File: config.mk
export PLATFORM = sky130hd
export DESIGN_NAME = fetch_sequencer
export DESIGN_NICKNAME = d
export VERILOG_FILES = /design/src/rtl/fetch_pkg.sv /design/src/rtl/fetch_queue.sv /design/src/rtl/fetch_sequencer.sv
export SDC_FILE = /design/constraint.sdc
export NUM_CORES = 1
export LEC_CHECK = 0
export CAP_MARGIN = 30
export CORE_AREA = 3 3 136 138
export CTS_CLUSTER_SIZE = 14
export DETAILED_ROUTE_END_ITERATION = 7
export DIE_AREA = 0 0 139 141
export GPL_TIMING_DRIVEN = 0
export PLACE_DENSITY = 0.76
export SETUP_SLACK_MARGIN = 0.5
export SYNTH_ARGS = -nofsm -noshare
export SYNTH_HDL_FRONTEND = slang
export SYNTH_HIERARCHICAL = 1
export SYNTH_SLANG_ARGS = --single-unit
File: constraint.sdc
create_clock -name clk -period 9.05 [get_ports clk]
set_clock_uncertainty 0.15 [all_clocks]
set_input_delay 1.81 -clock clk [delete_from_list [all_inputs] [get_ports clk]]
set_output_delay 1.81 -clock clk [all_outputs]
set_load 0.02 [all_outputs]
File: src/rtl/fetch_pkg.sv
// Shared types and ROM bank-select encodings for the fetch sequencer and its queue.
package fetch_pkg;

    typedef enum logic {
        BOOT = 1'b0,
        RUN  = 1'b1
    } fetch_state_e;

    localparam logic [1:0] SEL0_BANK0 = 2'd0;
    localparam logic [1:0] SEL0_BANK1 = 2'd2;
    localparam logic       SEL1_BANK0 = 1'b0;
    localparam logic       SEL1_BANK1 = 1'b1;

    localparam int HW_ADDR_W = 15;
    typedef logic [HW_ADDR_W-1:0] hw_addr_t;

endpackage

File: src/rtl/fetch_queue.sv
// Circular instruction queue of {halfword, PC}: push two, pop zero to two, flush,
// with head and head+1 read ports that read as zero when empty.
module fetch_queue #(
    parameter int QDEPTH = 4,
    parameter int PC_W   = 15,
    parameter int CNT_W  = $clog2(QDEPTH) + 1
) (
    input  logic             clk,
    input  logic             rst,
    input  logic             flush_i,
    input  logic             push_i,
    input  logic [1:0]       pop_i,
    input  logic [15:0]      wdata0_i,
    input  logic [15:0]      wdata1_i,
    input  logic [PC_W-1:0]  wpc0_i,
    input  logic [PC_W-1:0]  wpc1_i,
    output logic [15:0]      head0_o,
    output logic [15:0]      head1_o,
    output logic [PC_W-1:0]  head0_pc_o,
    output logic             head0_valid_o,
    output logic             head1_valid_o,
    output logic [CNT_W-1:0] count_o
);

    localparam int PTR_W = $clog2(QDEPTH);

    logic [15:0]      inst_mem [QDEPTH];
    logic [PC_W-1:0]  pc_mem   [QDEPTH];

    logic [PTR_W-1:0] rd_q, rd_d, wr_q, wr_d;
    logic [PTR_W-1:0] wr_nxt, rd_nxt;
    logic [CNT_W-1:0] count_q, count_d;

    assign wr_nxt = wr_q + PTR_W'(1);
    assign rd_nxt = rd_q + PTR_W'(1);

    always_comb begin
        rd_d    = rd_q;
        wr_d    = wr_q;
        count_d = count_q;
        if (flush_i) begin
            rd_d    = '0;
            wr_d    = '0;
            count_d = '0;
        end else begin
            rd_d    = rd_q + PTR_W'(pop_i);
            wr_d    = push_i ? (wr_q + PTR_W'(2)) : wr_q;
            count_d = count_q - CNT_W'(pop_i) + (push_i ? CNT_W'(2) : CNT_W'(0));
        end
    end

    always_ff @(posedge clk) begin
        if (rst) begin
            rd_q    <= '0;
            wr_q    <= '0;
            count_q <= '0;
        end else begin
            rd_q    <= rd_d;
            wr_q    <= wr_d;
            count_q <= count_d;
        end
    end

    // Storage is never reset; validity comes only from count_q.
    always_ff @(posedge clk) begin
        if (push_i && !flush_i) begin
            inst_mem[wr_q]   <= wdata0_i;
            pc_mem[wr_q]     <= wpc0_i;
            inst_mem[wr_nxt] <= wdata1_i;
            pc_mem[wr_nxt]   <= wpc1_i;
        end
    end

    assign head0_valid_o = (count_q != '0);
    assign head1_valid_o = (count_q >= CNT_W'(2));
    assign head0_o       = head0_valid_o ? inst_mem[rd_q]   : 16'h0000;
    assign head0_pc_o    = head0_valid_o ? pc_mem[rd_q]     : '0;
    assign head1_o       = head1_valid_o ? inst_mem[rd_nxt] : 16'h0000;
    assign count_o       = count_q;

endmodule

File: src/rtl/fetch_sequencer.sv
// Fetch controller for the dual-bank halfword ROM: owns the fetch PC, BOOT/RUN FSM,
// bank-select decode and feeds two halfwords per cycle into the instruction queue.
module fetch_sequencer
    import fetch_pkg::*;
#(
    parameter int ROW_W    = 14,
    parameter int RESET_PC = 0,
    parameter int QDEPTH   = 4
) (
    input  logic             clk,
    input  logic             rst,
    output logic [ROW_W-1:0] rom_addr,
    output logic             pc_1,
    output logic             sel_mem_1,
    output logic [1:0]       sel_mem_0,
    input  logic [15:0]      rom_ir_0,
    input  logic [15:0]      rom_ir_1,
    input  logic [1:0]       consume,
    input  logic             branch_valid,
    input  logic [ROW_W:0]   branch_target,
    output logic [15:0]      inst0,
    output logic [15:0]      inst1,
    output logic             inst0_valid,
    output logic             inst1_valid,
    output logic [ROW_W:0]   inst0_pc
);

    localparam int PC_W  = ROW_W + 1;
    localparam int CNT_W = $clog2(QDEPTH) + 1;

    fetch_state_e    state_q, state_d;
    logic [PC_W-1:0] fetch_pc_q, fetch_pc_d;
    logic [PC_W-1:0] fetch_pc_inc;
    logic [CNT_W-1:0] q_count;
    logic [CNT_W-1:0] consume_w;
    logic [1:0]      pop;
    logic            run, flush, push;

    assign run          = (state_q == RUN);
    assign flush        = run && branch_valid;
    assign consume_w    = CNT_W'(consume);
    assign fetch_pc_inc = fetch_pc_q + PC_W'(1);

    // An over-large pop is clamped to what the queue holds.
    always_comb begin
        pop = consume;
        if (flush)
            pop = 2'd0;
        else if (consume_w > q_count)
            pop = q_count[1:0];
    end

    assign push = run && !branch_valid && ((q_count - CNT_W'(pop)) <= CNT_W'(QDEPTH - 2));

    always_ff @(posedge clk) begin
        if (rst)
            state_q <= BOOT;
        else
            state_q <= state_d;
    end

    always_comb begin
        state_d = state_q;
        if (state_q == BOOT)
            state_d = RUN;
    end

    always_comb begin
        rom_addr  = '0;
        pc_1      = 1'b0;
        sel_mem_0 = SEL0_BANK0;
        sel_mem_1 = SEL1_BANK0;
        if (run) begin
            rom_addr = fetch_pc_q[PC_W-1:1];
            if (fetch_pc_q[0]) begin
                pc_1      = 1'b1;
                sel_mem_0 = SEL0_BANK1;
                sel_mem_1 = SEL1_BANK0;
            end else begin
                sel_mem_0 = SEL0_BANK0;
                sel_mem_1 = SEL1_BANK1;
            end
        end
    end

    always_comb begin
        fetch_pc_d = fetch_pc_q;
        if (!run)
            fetch_pc_d = PC_W'(RESET_PC);
        else if (branch_valid)
            fetch_pc_d = branch_target;
        else if (push)
            fetch_pc_d = fetch_pc_q + PC_W'(2);
    end

    always_ff @(posedge clk) begin
        if (rst)
            fetch_pc_q <= PC_W'(RESET_PC);
        else
            fetch_pc_q <= fetch_pc_d;
    end

    fetch_queue #(
        .QDEPTH (QDEPTH),
        .PC_W   (PC_W),
        .CNT_W  (CNT_W)
    ) u_queue (
        .clk           (clk),
        .rst           (rst),
        .flush_i       (flush),
        .push_i        (push),
        .pop_i         (pop),
        .wdata0_i      (rom_ir_0),
        .wdata1_i      (rom_ir_1),
        .wpc0_i        (fetch_pc_q),
        .wpc1_i        (fetch_pc_inc),
        .head0_o       (inst0),
        .head1_o       (inst1),
        .head0_pc_o    (inst0_pc),
        .head0_valid_o (inst0_valid),
        .head1_valid_o (inst1_valid),
        .count_o       (q_count)
    );

    a_consume_legal: assert property (@(posedge clk) disable iff (rst)
        flush || ((consume != 2'd3) && (consume_w <= q_count)));

endmodule

Yosys cells after proc, flatten, opt, wreduce, memory -nomap -nowiden
Memories as Yosys holds them, arrays and structs flattened. A register that Yosys moved wholly into a read port is not among the register bits.
Index checks and enable logic that the tools add are counted.
{ "word_totals": {"register_bits": 23, "mem_bits_rw": 124, "input_bits": 52, "out_inout_bits": 67, "memories": 2} }
{ "memory_table": {"columns": ["memory", "words", "width", "read_ports", "rd_ports_with_merged_regs", "wr", "line_no", "rtl"], "rows": [
  ["u_queue.inst_mem", 4, 16, 2, 1, 2, "fetch_queue.sv:27", "logic [15:0] inst_mem [QDEPTH];"],
  ["u_queue.pc_mem", 4, 15, 1, 1, 2, "fetch_queue.sv:28", "logic [PC_W-1:0] pc_mem [QDEPTH];"]
]} }
{ "op_classes": {"addsub": 8, "order_cmp": 3, "n_mux": 20, "bitwise_logic": 1, "n_reduce_logical": 10} }
{ "ops": {"columns": ["op", "n"], "rows": [
  ["$mux 15", 3],
  ["$mux 16", 2],
  ["$add 15x1->15 const B", 1],
  ["$add 15x2->15 const B", 1],
  ["$mux 14", 1],
  ["$mux 2", 7],
  ["$mux 1", 7],
  ["$add 2x1->2 const B", 2],
  ["$logic_and 1x1->1", 4],
  ["$reduce_or 2->1", 2],
  ["$add 3x3->3", 1],
  ["$ge 3x2->1 const B", 1],
  ["$gt 2x3->1", 1],
  ["$le 3x2->1 const B", 1],
  ["$reduce_bool 3->1", 1],
  ["$sub 3x2->3", 1],
  ["$add 2x2->2", 1],
  ["$add 2x2->2 const B", 1],
  ["$logic_not 1->1", 2],
  ["$reduce_bool 2->1", 1],
  ["$not 1->1", 1]
]} }

Depth between registers and ports, before layout
{ "depth": {"word_depth": 9, "mapped_depth": 17, "mapped_depth_nobuf": 16} }

Cells and area by module
Netlist, hierarchy kept.
{ "modules_own_cells": {"columns": ["mod", "n_inst", "cells_per_inst", "area_per_inst_um2", "seq_area_each_um2"], "rows": [
  ["fetch_queue", 1, 260, 5469.0, 3843.7],
  ["fetch_sequencer", 1, 187, 1457.6, 320.3]
]} }

Worst setup path after synthesis
No wires, ideal clock.
{ "synth_path": {"path_kind": "in2reg", "start": "in consume[1]", "end": "mem u_queue.inst_mem[0][0] (enable)", "arrival_ps": 8425, "t_required_ps": 8329, "setup_slack_ps": -96, "path_stages": 13, "path_buffers": 1, "cell_sequence": "ha_1 nor2b_1 o21ai_1 mux2i_1 nor2_1 ha_1 inv_1 fa_1 xor2_1 nand3_2 inv_2 buf_6 nor3b_1"} }
{ "synth_rtl": {"columns": ["item", "line_no", "rtl"], "rows": [
  ["start, declared", "fetch_sequencer.sv:18", "input logic [1:0] consume,"],
  ["end, declared", "fetch_queue.sv:27", null]
]} }

==> impl_metrics.csv <==
group,metric,value,unit
cells_and_area,drive_gt1_share,18.5,%
clocking,worstSkewPairLatency,0.41,ns
logic_synthesis,ys_dominant_reg_cell,"edfxtp_1",
die,fp.dieW,139,um
cells_and_area,fin_nets,648,
place,hpwl,11300,um
detailed_routing,vias_per_cell,5.33,
logic_synthesis,synth_area_leaders,"edfxtp_1, mux4_2, dfxtp_1",
setup_path,path_max_fanout,18,
logic_synthesis,netlist_area,0.00693,mm2
setup_path,criticalPathCategory,"primary input to flip-flop",
timing,setup_viol,0,
grt,grt_remaining_overflow,0,
grt,grt_pass1_wl,24800,um
die,rows,48,
grt,grt_pass1_vias,4571,
setup_path,end_kind,"flip-flop",
power_and_ir_drop,p_switching,0.787,mW
power_and_ir_drop,p_comb_share,38.7,%
logic_synthesis,synth.avg_cell_area,15.5,um2
cells_and_area,num_antenna_cells,0,
detailed_routing,drc,0,
grt,grt_usage,16.2,%
timing,slew_headroom,37.1,%
die,fp.dieH,141,um
logic_synthesis,yosys_warnings,6,
cells_and_area,fillers,1406,
detailed_routing,drtPass1Iterations,4,
place,io_buffers,116,
logic_synthesis,yosysMostFrequentCell,"edfxtp_1",
setup_path,cp-start-kind,"primary input",
detailed_routing,drtAntennaViolNets,0,
power_and_ir_drop,p_seq_share,32.8,%
setup_path,r2r_start,"u_queue/count_o[1]",
power_and_ir_drop,p_leak,3.05,nW
setup_path,regToRegEndpoint,"u_queue/inst_mem[1][10]",
detailed_routing,drt-initial-drc-count,302,
power_and_ir_drop,clkPwrFrac,28.5,%
timing,period_minus_slack,6.02,ns
logic_synthesis,synth.ff_latch_count,146,
timing,max_freq,166,MHz
logic_synthesis,synth-seq-area-share,60.1,%
worst_hold_path,hold_depth,0,
cells_and_area,syn2layout_area_growth,31.2,%
logic_synthesis,async_flop_share,0,%
logic_synthesis,synth_top_cell_by_area,"edfxtp_1",
worst_hold_path,holdPathEnd,"u_queue/pc_mem[0][11]",
logic_synthesis,yosys-top-cells-count,"edfxtp_1, and2_1, mux4_2",
clocking,post_cts_buffers,0,
grt,antenna_found_initial,0,
die,io_pins,119,
timing,rsz0062_at_grt,"no",
setup_path,worstPathRequired,9.01,ns
run,drv_cap,0,
clocking,hold_buffers,0,
timing,tightest_slew,0.943,ns
worst_hold_path,hp-start,"fetch_pc_q[11]",
setup_path,crit_arrival,5.98,ns
die,core,0.0173,mm2
clocking,htreeDepth,4,
place,gp_congestion,0.890,
detailed_routing,num_vias,4391,
logic_synthesis,syn_inst,447,
power_and_ir_drop,power_density,281,mW/mm2
logic_synthesis,synth_top_area_share,53.8,%
logic_synthesis,synth.net_count,509,
clocking,cts_tree,"yes",
clocking,cts_root_buf,"clkbuf_16",
clocking,clock_path_buffers,2,
setup_path,reg2reg_depth,16,
detailed_routing,wire_per_inst,19.0,um
outcome,status,"finished clean",
power_and_ir_drop,totalPowerFinal,2.55,mW
detailed_routing,wl,15700,um
timing,fin_setup_tns,0,ns
grt,grt_start_max_net_pins,41,
logic_synthesis,synth-edff-count,124,
setup_path,r2r_slack,4.32,ns
power_and_ir_drop,vdd_drop_max,0.169,mV
timing,final-hold-violation-count,0,
die,initial_core_util,40.0,%
worst_hold_path,min_path_type,"flip-flop to flip-flop",
clocking,cts_resized,0,
clocking,cts_sinks,146,
clocking,cts_buffers,17,
power_and_ir_drop,p_sw_share,30.9,%
power_and_ir_drop,p_int,1.76,mW
timing,period_share,66.5,%
die,die-area,0.0196,mm2
clocking,clk_pin_slew,0.06,ns
timing,maxSlewViolCount,0,
logic_synthesis,ys_types,52,
==> critical path, stage by stage <==
cell and delay, ns:
clkdlybuf4s50_1 0.43, ha_1 0.32, nor2b_1 0.14, o21ai_1 0.23, mux2i_1 0.13, nor2_1 0.20
ha_1 0.18, inv_1 0.05, fa_1 0.37, xor2_1 0.28, nand3_2 0.23, inv_2 0.15
buf_6 0.18, nor3b_4 0.80, buf_16 0.24, buf_8 0.20
==> flip-flops by register name, indices dropped and copies added (netlist names) <==
register,flops
u_queue/inst_mem,64
u_queue/count_o,3
u_queue/wr_q,1
u_queue/pc_mem,60
run,1
fetch_pc_q,15
u_queue/rd_q,2
==> cells in the final DEF (no fill, tap or decap), types with 4 or more instances in the layout <==
cell type,count
mux4_2,47
ha_1,8
a31oi_1,10
and2_1,64
nor2_1,12
nor2b_1,4
buf_2,9
inv_1,10
nor3_1,5
clkbuf_16,17
edfxtp_1,124
xor2_1,8
buf_4,4
xnor2_1,9
nand2_1,19
buf_6,7
clkdlybuf4s50_1,116
clkbuf_1,13
a21oi_1,5
nand3_1,8
dfxtp_1,22
bufinv_16,4
or3_1,8
mux2i_1,4
==> cell families after synthesis <==
| group | count (synthesis) | synth area share [%] |
|---|---|---|
| other | 1 | 0.0541 |
| XOR/XNOR | 19 | 2.82 |
| AND/OR/NAND/NOR | 144 | 12.4 |
| adder cells (fa/ha/maj) | 10 | 2.02 |
| multiplexers | 51 | 15.9 |
| buffers and inverters | 42 | 3.41 |
| AO/OA/AOI/OAI | 34 | 3.32 |
| flip-flops | 146 | 60.1 |
==> routing by layer <==
layer	vias up	track usage [%]	share of wire (%)
met5	-	0	0
met4	0	4.79	1.3
met3	17	3.63	5.9
met2	186	27.5	50
met1	2180	21.0	43
li1	2008	-	-
==> metrics by stage <==
step | setup WS [ns] | util, % | cell area [um2] | hold slack [ns] | instances
2_1_floorplan | 2.09 | - | 6930 | 0.277 | 447
3_3_place_gp | 0.238 | 48.4 | 8370 | 0.293 | 788
3_5_place_dp | 2.61 | 49.0 | 8470 | 0.303 | 792
4_1_cts | 3.03 | 52.5 | 9090 | 0.317 | 824
5_1_grt | 2.66 | 52.5 | 9090 | 0.330 | 824
6_report | 3.03 | 52.5 | 9090 | 0.311 | 824
==> power groups by stage <==
stage	registers (mW)	logic, mW	clock network (mW)
2_1_floorplan	0.841	0.603	0
3_3_place_gp	0.850	0.963	0
3_5_place_dp	0.849	1.00	0
4_1_cts	0.836	1.00	0.741
5_1_grt	0.842	1.06	0.771
6_report	0.836	0.987	0.727
==> cell type report <==
| type | instances | area (um2) | area share, % |
|---|---|---|---|
| sequential | 146 | 4160 | 45.8 |
| clock buffer | 20 | 437 | 4.80 |
| inverter | 11 | 41.3 | 0.454 |
| tap | 225 | 282 | 3.10 |
| buffer | 31 | 195 | 2.15 |
| timing repair buffer | 120 | 1250 | 13.8 |
| clock inverter | 12 | 180 | 1.98 |
| multi-input combinational | 259 | 2540 | 27.9 |
==> how the worst max path moves through the flow <==
| stage | startpoint | end | slack, ns | cells after the start |
|---|---|---|---|---|
| after floorplan | consume[1] | u_queue/inst_mem[0][0] | 2.09 | 13 |
| after detailed placement | consume[1] | u_queue/inst_mem[1][13] | 2.61 | 16 |
| final | consume[1] | u_queue/inst_mem[1][10] | 3.03 | 16 |
| after global placement | consume[1] | u_queue/inst_mem[0][13] | 0.24 | 14 |
| after global routing | consume[1] | u_queue/inst_mem[0][12] | 2.66 | 16 |
| after CTS | consume[1] | u_queue/inst_mem[0][12] | 3.03 | 16 |
Power figures use the tool's default switching activity.
